`src/rtl/dmem_arbiter_pkg.sv`:
```
// Shared definitions for the data-memory arbiter: FSM state encoding,
// burst defaults and the beat counter helper.
package dmem_arbiter_pkg;

  typedef enum logic [1:0] {
    IDLE = 2'd0,
    OWN0 = 2'd1,
    OWN1 = 2'd2
  } arb_state_e;

  localparam int BURST_MAX_DEFAULT = 4;
  localparam int BEAT_W            = 4;
  localparam logic [BEAT_W-1:0] BEAT_SAT = 4'd15;

  // Beat counter advance that sticks at its ceiling instead of wrapping.
  function automatic logic [BEAT_W-1:0] beat_sat_inc(input logic [BEAT_W-1:0] cnt);
    if (cnt == BEAT_SAT) begin
      return BEAT_SAT;
    end
    return cnt + 4'd1;
  endfunction

endpackage

```
`src/rtl/dmem_arb_pick.sv`:
```
// Combinational winner selection for the two-port data-memory arbiter.
// Ties go round robin from IDLE; an owning port keeps the bus until its burst limit.
module dmem_arb_pick
  import dmem_arbiter_pkg::*;
#(
  parameter int BURST_MAX = BURST_MAX_DEFAULT
) (
  input  arb_state_e        state,
  input  logic              req0,
  input  logic              req1,
  input  logic [BEAT_W-1:0] beat_cnt,
  input  logic              last_winner,
  output logic              gnt0,
  output logic              gnt1
);

  localparam logic [BEAT_W-1:0] BURST_LIM = BEAT_W'(BURST_MAX);

  always_comb begin
    gnt0 = 1'b0;
    gnt1 = 1'b0;
    if (req0 && !req1) begin
      gnt0 = 1'b1;
    end else if (req1 && !req0) begin
      gnt1 = 1'b1;
    end else if (req0 && req1) begin
      // Contention: the current owner continues only while under its burst limit.
      case (state)
        OWN0: begin
          if (beat_cnt < BURST_LIM) gnt0 = 1'b1;
          else                      gnt1 = 1'b1;
        end
        OWN1: begin
          if (beat_cnt < BURST_LIM) gnt1 = 1'b1;
          else                      gnt0 = 1'b1;
        end
        default: begin
          if (last_winner) gnt0 = 1'b1;
          else             gnt1 = 1'b1;
        end
      endcase
    end
  end

endmodule

```
`src/rtl/dmem_arbiter.sv`:
```
// Two-port data-memory arbiter: one access per cycle to a shared single-port
// memory with bounded bursts, round-robin ties and one-cycle read return.
module dmem_arbiter
  import dmem_arbiter_pkg::*;
#(
  parameter int BURST_MAX = BURST_MAX_DEFAULT,
  parameter int AW        = 16,
  parameter int DW        = 16
) (
  input  logic          clk,
  input  logic          reset,
  input  logic          req0,
  input  logic          we0,
  input  logic [AW-1:0] addr0,
  input  logic [DW-1:0] wdata0,
  output logic          gnt0,
  output logic          rvalid0,
  output logic [DW-1:0] rdata0,
  input  logic          req1,
  input  logic          we1,
  input  logic [AW-1:0] addr1,
  input  logic [DW-1:0] wdata1,
  output logic          gnt1,
  output logic          rvalid1,
  output logic [DW-1:0] rdata1,
  output logic [AW-1:0] mem_addr,
  output logic [DW-1:0] mem_wdata,
  output logic          mem_we,
  output logic          mem_re,
  input  logic [DW-1:0] mem_rdata
);

  arb_state_e        state;
  arb_state_e        state_next;
  logic [BEAT_W-1:0] beat_cnt;
  logic [BEAT_W-1:0] beat_next;
  logic              last_winner;
  logic              last_next;
  logic              rvalid0_q;
  logic              rvalid1_q;
  logic              pick_gnt0;
  logic              pick_gnt1;

  dmem_arb_pick #(
    .BURST_MAX (BURST_MAX)
  ) u_pick (
    .state       (state),
    .req0        (req0),
    .req1        (req1),
    .beat_cnt    (beat_cnt),
    .last_winner (last_winner),
    .gnt0        (pick_gnt0),
    .gnt1        (pick_gnt1)
  );

  // Reset silences the bus immediately rather than waiting for the next edge.
  assign gnt0 = pick_gnt0 & ~reset;
  assign gnt1 = pick_gnt1 & ~reset;

  always_ff @(posedge clk) begin
    if (reset) begin
      state       <= IDLE;
      beat_cnt    <= '0;
      last_winner <= 1'b1;
      rvalid0_q   <= 1'b0;
      rvalid1_q   <= 1'b0;
    end else begin
      state       <= state_next;
      beat_cnt    <= beat_next;
      last_winner <= last_next;
      rvalid0_q   <= gnt0 & ~we0;
      rvalid1_q   <= gnt1 & ~we1;
    end
  end

  // The next state is simply whoever got the bus this cycle; beats restart on an owner change.
  always_comb begin
    state_next = IDLE;
    beat_next  = '0;
    last_next  = last_winner;
    if (gnt0) begin
      state_next = OWN0;
      last_next  = 1'b0;
      beat_next  = (state == OWN0) ? beat_sat_inc(beat_cnt) : 4'd1;
    end else if (gnt1) begin
      state_next = OWN1;
      last_next  = 1'b1;
      beat_next  = (state == OWN1) ? beat_sat_inc(beat_cnt) : 4'd1;
    end
  end

  always_comb begin
    mem_addr  = '0;
    mem_wdata = '0;
    mem_we    = 1'b0;
    mem_re    = 1'b0;
    if (gnt0) begin
      mem_addr  = addr0;
      mem_wdata = wdata0;
      mem_we    = we0;
      mem_re    = ~we0;
    end else if (gnt1) begin
      mem_addr  = addr1;
      mem_wdata = wdata1;
      mem_we    = we1;
      mem_re    = ~we1;
    end
  end

  // A read in flight when reset rises is dropped; the requester reissues it.
  always_comb begin
    rvalid0 = rvalid0_q & ~reset;
    rvalid1 = rvalid1_q & ~reset;
    rdata0  = rvalid0 ? mem_rdata : '0;
    rdata1  = rvalid1 ? mem_rdata : '0;
  end

endmodule
```
`config.mk`:
```
export PLATFORM = sky130hd
export DESIGN_NAME = dmem_arbiter
export DESIGN_NICKNAME = d
export VERILOG_FILES = /design/src/rtl/dmem_arbiter_pkg.sv /design/src/rtl/dmem_arb_pick.sv /design/src/rtl/dmem_arbiter.sv
export SDC_FILE = /design/constraint.sdc
export NUM_CORES = 1
export LEC_CHECK = 0
export ABC_AREA = 1
export ABC_CLOCK_PERIOD_IN_PS = 3610
export CORE_ASPECT_RATIO = 0.7
export CORE_MARGIN = 4
export CORE_UTILIZATION = 29
export CTS_CLUSTER_DIAMETER = 150
export DETAILED_ROUTE_END_ITERATION = 12
export GPL_TIMING_DRIVEN = 0
export HOLD_SLACK_MARGIN = 0.1
export PLACE_DENSITY = 0.88
export SYNTH_ARGS = -nofsm -noshare
export SYNTH_HDL_FRONTEND = slang
export SYNTH_SLANG_ARGS = --single-unit
```
`constraint.sdc`:
```
create_clock -name clk -period 3.61 [get_ports clk]
set_input_delay 0.722 -clock clk [delete_from_list [all_inputs] [get_ports clk]]
set_output_delay 0.722 -clock clk [all_outputs]
set_load 0.01 [all_outputs]
```
## Word-level counts from Yosys, hierarchy flattened

Cells that the tools add are included.

- Logic and storage cells: 64
- Register bits: 9
- Output and inout port bits: 70
- Bits of input ports: 86

- Order comparisons: 1
- Equal/unequal tests: 3
- Mux-type cells: 37
- Bitwise operators: 9
- Add/sub/neg operators: 1
- Reductions and logical operators: 7

Operators by type and width:

| operator | count |
|---|---|
| $mux 16 | 6 |
| $mux 4 | 7 |
| $mux 1 | 21 |
| $and 1x1->1 | 6 |
| $add 4x1->4 const B | 1 |
| $eq 4x4->1 const B | 1 |
| $lt 4x3->1 const B | 1 |
| $pmux 1 s2 | 2 |
| $logic_and 1x1->1 | 3 |
| $not 1->1 | 3 |
| $eq 2x1->1 const B | 1 |
| $eq 2x2->1 const B | 1 |
| $logic_not 1->1 | 2 |
| $mux 2 | 1 |
| $reduce_bool 2->1 | 1 |
| $reduce_or 2->1 | 1 |

## Longest topological paths before layout

Gate-level depths: netlist (run 1).

- Depth after elaboration: 13
- Gate-level depth with buffers: 12
- Depth with buffers taken out: 10

## By module

Synthesis (run 1) repeated with hierarchy kept, for this count alone.

- Cell total of the unflattened synthesis: 237
- Area total of the unflattened synthesis: 1,168.6 µm²

Modules (own cells, without submodules):

| module | cells each | area an instance (µm²) | seq. area each (µm²) | times used |
|---|---|---|---|---|
| dmem_arbiter | 211 | 1,043.5 | 180.2 | 1 |
| dmem_arb_pick | 26 | 125.1 | 0.0 | 1 |

## Worst setup path before layout (run 1)

Ideal clock, no wire load.

- Path kind: input to output
- Start point: in req1
- End point: out mem_addr[13]
- Data arrival time: 1,612 ps
- Cell stages on the path: 6
- Required time: 2,888 ps
- Path buffers: 1
- Slack: 1,276 ps
- Cells stage by stage: a21boi_0 nand2_1 nand2_1 buf_4 nand2_1 o21ai_0

- Longest elaborated chain between the ends: 7
- Elaborated cells between the ends (all ways): 14
- Those cells by class: 8 x mux; 2 x bitwise; 4 x reduce/logical

RTL lines:

| what | line | RTL |
|---|---|---|
| start, declared | dmem_arbiter.sv:19 | `input logic req1,` |
| $logic_and 1x1->1 | dmem_arb_pick.sv:26 | `end else if (req0 && req1) begin` |
| $mux 1 | dmem_arb_pick.sv:26 |  |
| $mux 1 | dmem_arb_pick.sv:24 | `end else if (req1 && !req0) begin` |
| $mux 1 | dmem_arb_pick.sv:22 | `if (req0 && !req1) begin` |
| $and 1x1->1 | dmem_arbiter.sv:58 | `assign gnt1 = pick_gnt1 & ~reset;` |
| $mux 16 | dmem_arbiter.sv:102 | `end else if (gnt1) begin` |
| $mux 16 (*) | dmem_arbiter.sv:97 | `if (gnt0) begin` |
| end, declared | dmem_arbiter.sv:26 | `output logic [AW-1:0] mem_addr,` |

Every way passes the cells marked *; elsewhere a longest branch is shown, timed or not.

## Worst setup path after layout (run 1)

- Start point: in reset
- End point: out mem_wdata[5]

- Longest elaborated chain between the ends: 4
- Elaborated cells between the ends (all ways): 5
- Those cells by class: 2 x mux; 3 x bitwise

RTL lines:

| what | line | RTL |
|---|---|---|
| start, declared | dmem_arbiter.sv:11 | `input logic reset,` |
| $not 1->1 (*) | dmem_arbiter.sv:57, dmem_arbiter.sv:58 |  |
| $and 1x1->1 | dmem_arbiter.sv:58 |  |
| $mux 16 | dmem_arbiter.sv:102 |  |
| $mux 16 (*) | dmem_arbiter.sv:97 |  |
| end, declared | dmem_arbiter.sv:27 | `output logic [DW-1:0] mem_wdata,` |

Marks and branches as above.

==> results.yml, run 1 <==
clock_network:
  cts_hold_buf: 0
  htreeDepth: 1
  postCtsSetupBuffers: 0
  cts_buffer_depth: 2
  clock_sinks: 9
  clkLatencyLatePin_ns: 0.23
  clock_tree.root_cell: "clkbuf_8"
  cts_made_buffers: 3
  cts.repair.resized: 0
  path_clk_slew_ns: 0.04
  cts_tree: "done"
routing:
  wl_per_cell_um: 13.4
  vias: 2146
  viasPerCell: 4.69
  drtIter0Drc: 105
  drc: 0
  ant_nets: 0
  drt-pass1-iter-count: 5
  wl_mm: 6.13
sta:
  slew_viol_final: 0
  max_slew.worst_pin.slew_ns: 0.418
  min_period_over_period_pct: 94.7
  setup_tns_ns: 0
  finalHoldViolations: 0
  worst_slack_ns: 0.193
  fin_skew_ns: 0.000154
  slew_headroom_pct: 72.1
  fin_crit_ns: 3.42
  max_freq_ghz: 0.293
  finalSetupViolations: 0
  rsz0062_at_grt: "no"
global_route:
  grtUsageTotal_pct: 20.9
  grt_antenna_before_repair: 0
  grt_pass1_vias: 2021
  overflow: 0
  grt_first_pass_wirelength_mm: 9.40
  grt_start_max_net_pins: 11
run:
  cap_violations: 0
cells_and_area:
  antenna_cells: 0
  fillerInstances: 364
  multi_input_area_um2: 852
  nets: 496
  drive_above_1_share_pct: 4.93
  syn2layout_area_growth_pct: 131
  final_common_cell: "clkdlybuf4s50_1"
  seqCellArea_um2: 180
  layout_common_cells: "155 x clkdlybuf4s50_1, 88 x nand2_1, 38 x nor2_1"
floorplan:
  start_util_pct: 31.2
  num_io_pins: 156
  dieHeight_um: 63.3
  die-area_um2: 5510
  core_um2: 4070
  rows: 19
  die_w_um: 87.0
pwr:
  switching_power_mw: 0.175
  internal_power_mw: 0.361
  pwr-share-comb_pct: 58.1
  power_mw: 0.537
  p_sw_share_pct: 32.7
  power_density_nw_per_um2: 183
  clkPwrFrac_pct: 21.7
  peakVddDrop_mv: 0.128
  leakage_nw: 1.38
  seqPwrFrac_pct: 20.3
yosys:
  avgSynthCellArea_um2: 5.13
  synthTopCellsByArea: "nand2_1 26%, nand4_1 18%, dfxtp_1 14%, nor2_1 11%, inv_1 10%"
  synthDistinctLibCells: 19
  yosysWarnings: 0
  ys_seq_elements: 9
  syn_nets: 336
  yosysTopAreaCell: "nand2_1"
  syn_area_um2: 1270
  ys_seq_area_share_pct: 14.2
  syn_inst: 247
  synth_top_area_share_pct: 26.1
worst_setup_path:
  cp.arrival_ns: 2.70
  start_kind: "primary input"
  r2r_setup_slack_ns: 2.01
  cp.required_ns: 2.89
  path_max_fanout: 10
  endpoint_kind: "primary output"
  crit_type: "in2out"
placed_design:
  numPortBuffers: 155
  hpwl_mm: 5.09
  place.gp.congestion: 0.843
  dp_slack_ns: 0.0377
worst_hold_path:
  hp-class: "reg2reg"
outcome:
  status: "complete, no violations"
power by group through the flow:
stage               sequential [mW]  clock, mW  combinational [mW]
detailed placement            0.110          0               0.310
global placement              0.110          0               0.307
global route                  0.109      0.125               0.338
floorplan                     0.109          0               0.119
finish                        0.109      0.116               0.312
CTS                           0.109      0.117               0.312
layout make-up:
type	instances	area share (%)
multi-input cells	186	29.1
inverters	35	4.48
repair buffers	155	52.9
plain buffers	17	3.59
flip-flops and latches	9	6.15
clock buffers	4	1.54
well taps	52	2.22
metrics by stage:
| step | hold WS [ns] | cell area (um^2) | util (%) | cells |
|---|---|---|---|---|
| 6_report | 0.595 | 2930 | 72.1 | 458 |
| 5_1_grt | 0.631 | 2930 | 72.1 | 458 |
| 4_1_cts | 0.592 | 2930 | 72.1 | 458 |
| 3_5_place_dp | 0.547 | 2880 | 70.9 | 454 |
| 3_3_place_gp | 0.535 | 2880 | 70.9 | 454 |
| 2_1_floorplan | 0.520 | 1270 | - | 247 |
worst max-delay path: stages:
cell and delay, ns:
clkdlybuf4s50_1 0.41, inv_1 0.13, clkbuf_2 0.26, clkbuf_1 0.37, nand4_1 0.15, nand2_1 0.08
clkdlybuf4s50_1 0.56
sequential cells by signal (all words and copies together), names as in the netlist:
register / flops
beat_cnt: 4
state: 2
last_winner: 1
rvalid0_q: 1
rvalid1_q: 1
path summary, 6_finish.rpt:
| kind | startpoint | to | cells past startpoint |
|---|---|---|---|
| setup reg to reg | state[0]$_SDFF_PP0_ | state[1]$_SDFF_PP0_ | 8 |
| hold reg to reg | beat_cnt[0]$_SDFF_PP0_ | beat_cnt[0]$_SDFF_PP0_ | 3 |
| setup / recovery | reset | mem_wdata[5] | 7 |
| hold / removal | beat_cnt[0]$_SDFF_PP0_ | beat_cnt[0]$_SDFF_PP0_ | 3 |
cells in the mapped netlist:
cell type	instances
a21boi_0	1
a21oi_1	2
buf_2	5
buf_4	3
buf_6	3
clkbuf_1	6
dfxtp_1	9
ha_1	3
inv_1	34
inv_2	1
nand2_1	88
nand2_2	2
nand3_1	9
nand3_2	1
nand4_1	36
nor2_1	38
o21ai_0	3
o21ai_1	2
or2_2	1
metal layers:
| layer | vias to the layer above | track usage (%) | share of wire, % |
|---|---|---|---|
| met5 | - | 0 | 0 |
| met4 | 0 | 3.70 | 0.75 |
| met2 | 111 | 39.1 | 50 |
| met3 | 4 | 5.73 | 11 |
| li1 | 1105 | - | - |
| met1 | 926 | 23.4 | 38 |
logic make-up (layout without fill, tap and decap cells):
kind of cell	Yosys count	count (layout)	synth area share, %
simple gates	175	175	60.9
flops	9	9	14.2
buf+inv	52	211	18.6
compound gates	8	8	3.36
fa+ha+maj	3	3	2.96
Power figures use the tool's default switching activity.
==> run 2: changes to the inputs <==
--- a/config.mk
+++ b/config.mk
@@ -6,9 +6,8 @@
 export NUM_CORES = 1
 export LEC_CHECK = 0
 export ABC_AREA = 1
-export ABC_CLOCK_PERIOD_IN_PS = 3610
 export CORE_ASPECT_RATIO = 0.7
-export CORE_MARGIN = 4
+export CORE_MARGIN = 3
 export CORE_UTILIZATION = 29
 export CTS_CLUSTER_DIAMETER = 150
 export DETAILED_ROUTE_END_ITERATION = 12
==> run 2 against run 1 <==
  * Die area decreased by 5.4%
  * Via count fell by 0.33%
  * Clock power about the same
  * Worst setup slack got worse by 0.026 ns
  * First-iteration DRC count fell by 45%
  * Global-route usage fell by 1.0 points
  * Critical path depth did not move
  * Register-to-register slack about the same
  * Clock skew rose by 0.0015 ns
  * Cell count unchanged
  * Power hardly changed
  * Highest routed layer unchanged
==> results.yml, run 2 (same netlist as run 1, synthesis figures left out) <==
outcome:
  status: "complete, no violations"
placed_design:
  place_area_um2: 2880
  hpwl_mm: 4.77
  place.gp.congestion: 0.824
  numPortBuffers: 155
  dp_slack_ns: 0.0271
sta:
  max_freq_ghz: 0.290
  finalHoldViolations: 0
  min_period_over_period_pct: 95.4
  worst_slack_ns: 0.166
  slew_viol_final: 0
  finalSetupViolations: 0
  max_slew.worst_pin.slew_ns: 0.437
  fin_crit_ns: 3.44
  fin_skew_ns: 0.00161
  rsz0062_at_grt: "no"
  setup_tns_ns: 0
  slew_headroom_pct: 70.9
global_route:
  grt_antenna_before_repair: 0
  grt_pass1_vias: 1927
  grt_first_pass_wirelength_mm: 8.57
  grt_start_max_net_pins: 11
  overflow: 0
  grtUsageTotal_pct: 19.9
pwr:
  peakVddDrop_mv: 0.132
  power_density_nw_per_um2: 183
  power_mw: 0.536
  leakage_nw: 1.38
worst_setup_path:
  endpoint_kind: "primary output"
  crit_type: "in2out"
  start_kind: "primary input"
  cp.required_ns: 2.89
  path_max_fanout: 10
  cp.arrival_ns: 2.72
clock_network:
  htreeDepth: 1
  clock_sinks: 9
  clock_tree.root_cell: "clkbuf_8"
  cts_tree: "done"
  cts_buffer_depth: 2
  cts_made_buffers: 3
  cts_hold_buf: 0
  clkLatencyLatePin_ns: 0.23
  path_clk_slew_ns: 0.04
cells_and_area:
  multi_input_area_um2: 852
  drive_above_1_share_pct: 4.93
  layout_common_cells: "155 x clkdlybuf4s50_1, 88 x nand2_1, 38 x nor2_1"
  nets: 496
  seqCellArea_um2: 180
  antenna_cells: 0
  final_common_cell: "clkdlybuf4s50_1"
  syn2layout_area_growth_pct: 131
  utilization_pct: 72.1
  fillerInstances: 330
  fin_area_um2: 2930
  biggestRegsByFlops: "beat_cnt (4), state (2)"
  largest_register_ffs: 4
  regMostFlops: "beat_cnt"
floorplan:
  die_w_um: 85.0
  core_um2: 4070
  rows: 19
  die-area_um2: 5210
  dieHeight_um: 61.3
  num_io_pins: 156
  start_util_pct: 31.2
run:
  cap_violations: 0
routing:
  viasPerCell: 4.67
  wl_mm: 5.80
  drc: 0
  drt-pass1-iter-count: 4
  ant_nets: 0
  drtIter0Drc: 58
  wl_per_cell_um: 12.7
  vias: 2139
worst_hold_path:
  hp-class: "reg2reg"
-- run 2: cell counts in the layout (fill, tap and decap cells not counted) --
Identical to the previous run, type by type.
-- run 2: worst paths after layout --
| check | cells after the start | end | slack [ns] | from |
|---|---|---|---|---|
| hold / removal | 3 | beat_cnt[0]$_SDFF_PP0_ | 0.59 | beat_cnt[0]$_SDFF_PP0_ |
| hold reg to reg | 3 | beat_cnt[0]$_SDFF_PP0_ | 0.59 | beat_cnt[0]$_SDFF_PP0_ |
| setup reg to reg | 8 | state[1]$_SDFF_PP0_ | 2.00 | state[0]$_SDFF_PP0_ |
| setup / recovery | 7 | mem_addr[6] | 0.17 | reset |
-- run 2: timing repair --
item	CTS	global route
setup buffers	0	0
resized for setup	0	3
setup endpoints to repair	0	30
-- run 2: critical path, cell delays in order --
cell	delay (ns)
clkdlybuf4s50_1	0.41
inv_1	0.13
clkbuf_2	0.26
clkbuf_1	0.38
nand4_1	0.19
nand2_1	0.09
clkdlybuf4s50_1	0.53
-- run 2: through the flow --
| step | hold WS, ns | instances |
|---|---|---|
| after floorplan | 0.520 | 247 |
| after CTS | 0.581 | 458 |
| after global routing | 0.613 | 458 |
| after global placement | 0.542 | 454 |
| after detailed placement | 0.569 | 454 |
| final | 0.586 | 458 |
-- run 2: where the power goes --
group | internal [mW] | switching [mW] | total (mW)
Combinational | 0.180 | 0.131 | 0.311
Sequential | 0.105 | 0.00369 | 0.109
Clock | 0.0769 | 0.0396 | 0.117
-- run 2: final cells by class --
class,instances,area share (%)
Tap cell,52,2.22
Multi-Input combinational cell,186,29.1
Inverter,35,4.48
Buffer,17,3.59
Sequential cell,9,6.15
Timing Repair Buffer,155,52.9
Clock buffer,4,1.54
-- run 2: metal layers --
| metal | vias to the layer above | GRT usage [%] | share of wire (%) | routed length (um) |
|---|---|---|---|---|
| li1 | 1102 | - | - | - |
| met1 | 900 | 23.4 | 39 | 2290 |
| met2 | 124 | 36.0 | 48 | 2780 |
| met3 | 13 | 5.21 | 11 | 629 |
| met4 | 0 | 6.55 | 1.6 | 95 |
| met5 | - | 0 | 0 | 0 |
==> run 3: changes to the inputs <==
--- a/config.mk
+++ b/config.mk
@@ -14,6 +14,7 @@
 export GPL_TIMING_DRIVEN = 0
 export HOLD_SLACK_MARGIN = 0.1
 export PLACE_DENSITY = 0.88
+export REMOVE_ABC_BUFFERS = 1
 export SYNTH_ARGS = -nofsm -noshare
 export SYNTH_HDL_FRONTEND = slang
 export SYNTH_SLANG_ARGS = --single-unit
==> run 3 against run 2 <==
  * Clock skew is essentially flat
  * Highest routed layer unchanged
  * Largest cell class unchanged
  * Largest power group unchanged
  * First-iteration DRC count grew 83%
  * Die area is the same
==> results.yml, run 3 (same netlist as run 1, synthesis figures left out) <==
worst_setup_path:
  start_kind: "primary input"
  endpoint_kind: "primary output"
  endpoint: "mem_addr[13]"
  crit_chain: "clkdlybuf4s50_1 > clkinvlp_4 > nand3_2 > inv_8 > nand2_1 > o21ai_0 > clkdlybuf4s50_1"
  cpMaxStageDelayCell: "clkdlybuf4s50_1"
  cp.required_ns: 2.89
  reg2reg_to: "beat_cnt[3]$_SDFF_PP0_"
  r2r_start: "state[0]$_SDFF_PP0_"
  crit_type: "in2out"
  cp-startpoint: "reset"
  crit_top_cell: "clkdlybuf4s50_1"
  r2r_setup_slack_ns: 1.93
  cp_slowest_stage_delay_ns: 0.57
  cp.arrival_ns: 2.73
  path_max_fanout: 38
  r2r.worst_path.cells: 9
pwr:
  power_mw: 0.530
  power_density_nw_per_um2: 184
  leakage_nw: 1.31
  peakVddDrop_mv: 0.116
routing:
  wl_per_cell_um: 13.2
  ant_nets: 0
  vias: 2112
  viasPerCell: 4.77
  drt-pass1-iter-count: 4
  wl_mm: 5.85
  drc: 0
  drtIter0Drc: 106
cells_and_area:
  fillerInstances: 357
  nets: 481
  regMostFlops: "beat_cnt"
  layout_common_cells: "155 x clkdlybuf4s50_1, 85 x nand2_1, 38 x nor2_1"
  drive_above_1_share_pct: 3.58
  final_common_cell: "clkdlybuf4s50_1"
  largest_register_ffs: 4
  syn2layout_area_growth_pct: 128
  biggestRegsByFlops: "beat_cnt (4), state (2)"
  antenna_cells: 0
clock_network:
  clock_sinks: 9
  cts_tree: "done"
  path_clk_slew_ns: 0.05
  clkLatencyLatePin_ns: 0.23
  cts_made_buffers: 3
  clock_tree.root_cell: "clkbuf_8"
  htreeDepth: 1
  postCtsSetupBuffers: 0
  cts_buffer_depth: 2
  cts_hold_buf: 0
sta:
  fin_crit_ns: 3.45
  max_freq_ghz: 0.290
  min_period_over_period_pct: 95.7
  fin_skew_ns: 0.00172
  finalHoldViolations: 0
  setup_tns_ns: 0
  slew_headroom_pct: 73.6
  rsz0062_at_grt: "no"
  finalSetupViolations: 0
  max_slew.worst_pin.slew_ns: 0.395
  slew_viol_final: 0
  hold_slack_ns: 0.608
floorplan:
  dieHeight_um: 61.3
  core_um2: 4070
  num_io_pins: 156
  die-area_um2: 5210
  die_w_um: 85.0
  rows: 19
  start_util_pct: 31.2
global_route:
  grt_start_max_net_pins: 41
  grt_pass1_vias: 1922
  grtUsageTotal_pct: 20.5
  grt_antenna_before_repair: 0
  overflow: 0
  grt_first_pass_wirelength_mm: 8.80
placed_design:
  hpwl_mm: 4.47
  numPortBuffers: 155
  place.gp.congestion: 0.809
worst_hold_path:
  min_from: "beat_cnt[0]$_SDFF_PP0_"
  hp-class: "reg2reg"
run:
  cap_violations: 0
outcome:
  status: "complete, no violations"
[run 3: worst min-delay path by stage]
stage	slack [ns]	endpoint	cells after the start
floorplan	0.52	last_winner$_SDFFE_PP1P_	3
global placement	0.54	last_winner$_SDFFE_PP1P_	3
detailed placement	0.57	last_winner$_SDFFE_PP1P_	3
CTS	0.58	last_winner$_SDFFE_PP1P_	3
global route	0.63	last_winner$_SDFFE_PP1P_	3
finish	0.61	beat_cnt[0]$_SDFF_PP0_	3
[run 3: critical path, delay by kind of cell]
| kind | cells | cell delay (ns) |
|---|---|---|
| buffers and inverters | 4 | 1.65 |
| AND/OR/NAND/NOR | 2 | 0.28 |
| AO/OA/AOI/OAI | 1 | 0.08 |
[run 3: cell type report]
cell class | count | area [um^2] | share of cell area, %
timing repair buffer | 155 | 1550 | 53.8
multi-input combinational | 186 | 887 | 30.8
tap | 52 | 65.1 | 2.26
inverter | 35 | 143 | 4.95
clock buffer | 4 | 45.0 | 1.56
timing repair inverter | 2 | 12.5 | 0.434
sequential | 9 | 180 | 6.25
[run 3: through the flow]
stage / utilization (%) / instances / worst slack (ns) / instance area [um^2]
finish: 70.9 / 443 / 0.157 / 2880
global route: 70.9 / 443 / 0.00936 / 2880
CTS: 70.4 / 442 / 0.00308 / 2860
detailed placement: 68.4 / 437 / -0.705 / 2780
global placement: 68.4 / 437 / -0.646 / 2780
floorplan: - / 230 / 0.792 / 1160
[run 3: repair_timing]
item,in CTS,in global routing
resized for setup,8,5
setup endpoints to repair,70,33
cloned,1,1
pin swaps,0,0
[run 3: where the power goes]
| part | switching, mW | internal, mW | leakage [nW] |
|---|---|---|---|
| Sequential | 0.00413 | 0.105 | 0.0737 |
| Combinational | 0.133 | 0.170 | 1.22 |
| Clock | 0.0406 | 0.0770 | 0.0228 |
| Total | 0.178 | 0.352 | 1.31 |
[run 3: per-layer routing]
metal / global-route usage, % / part of all wire, % / routed length [um]
met5: 0 / 0 / 0
met4: 4.51 / 0.51 / 30
met3: 5.61 / 11 / 637
met2: 38.5 / 50 / 2960
met1: 23.8 / 38 / 2230
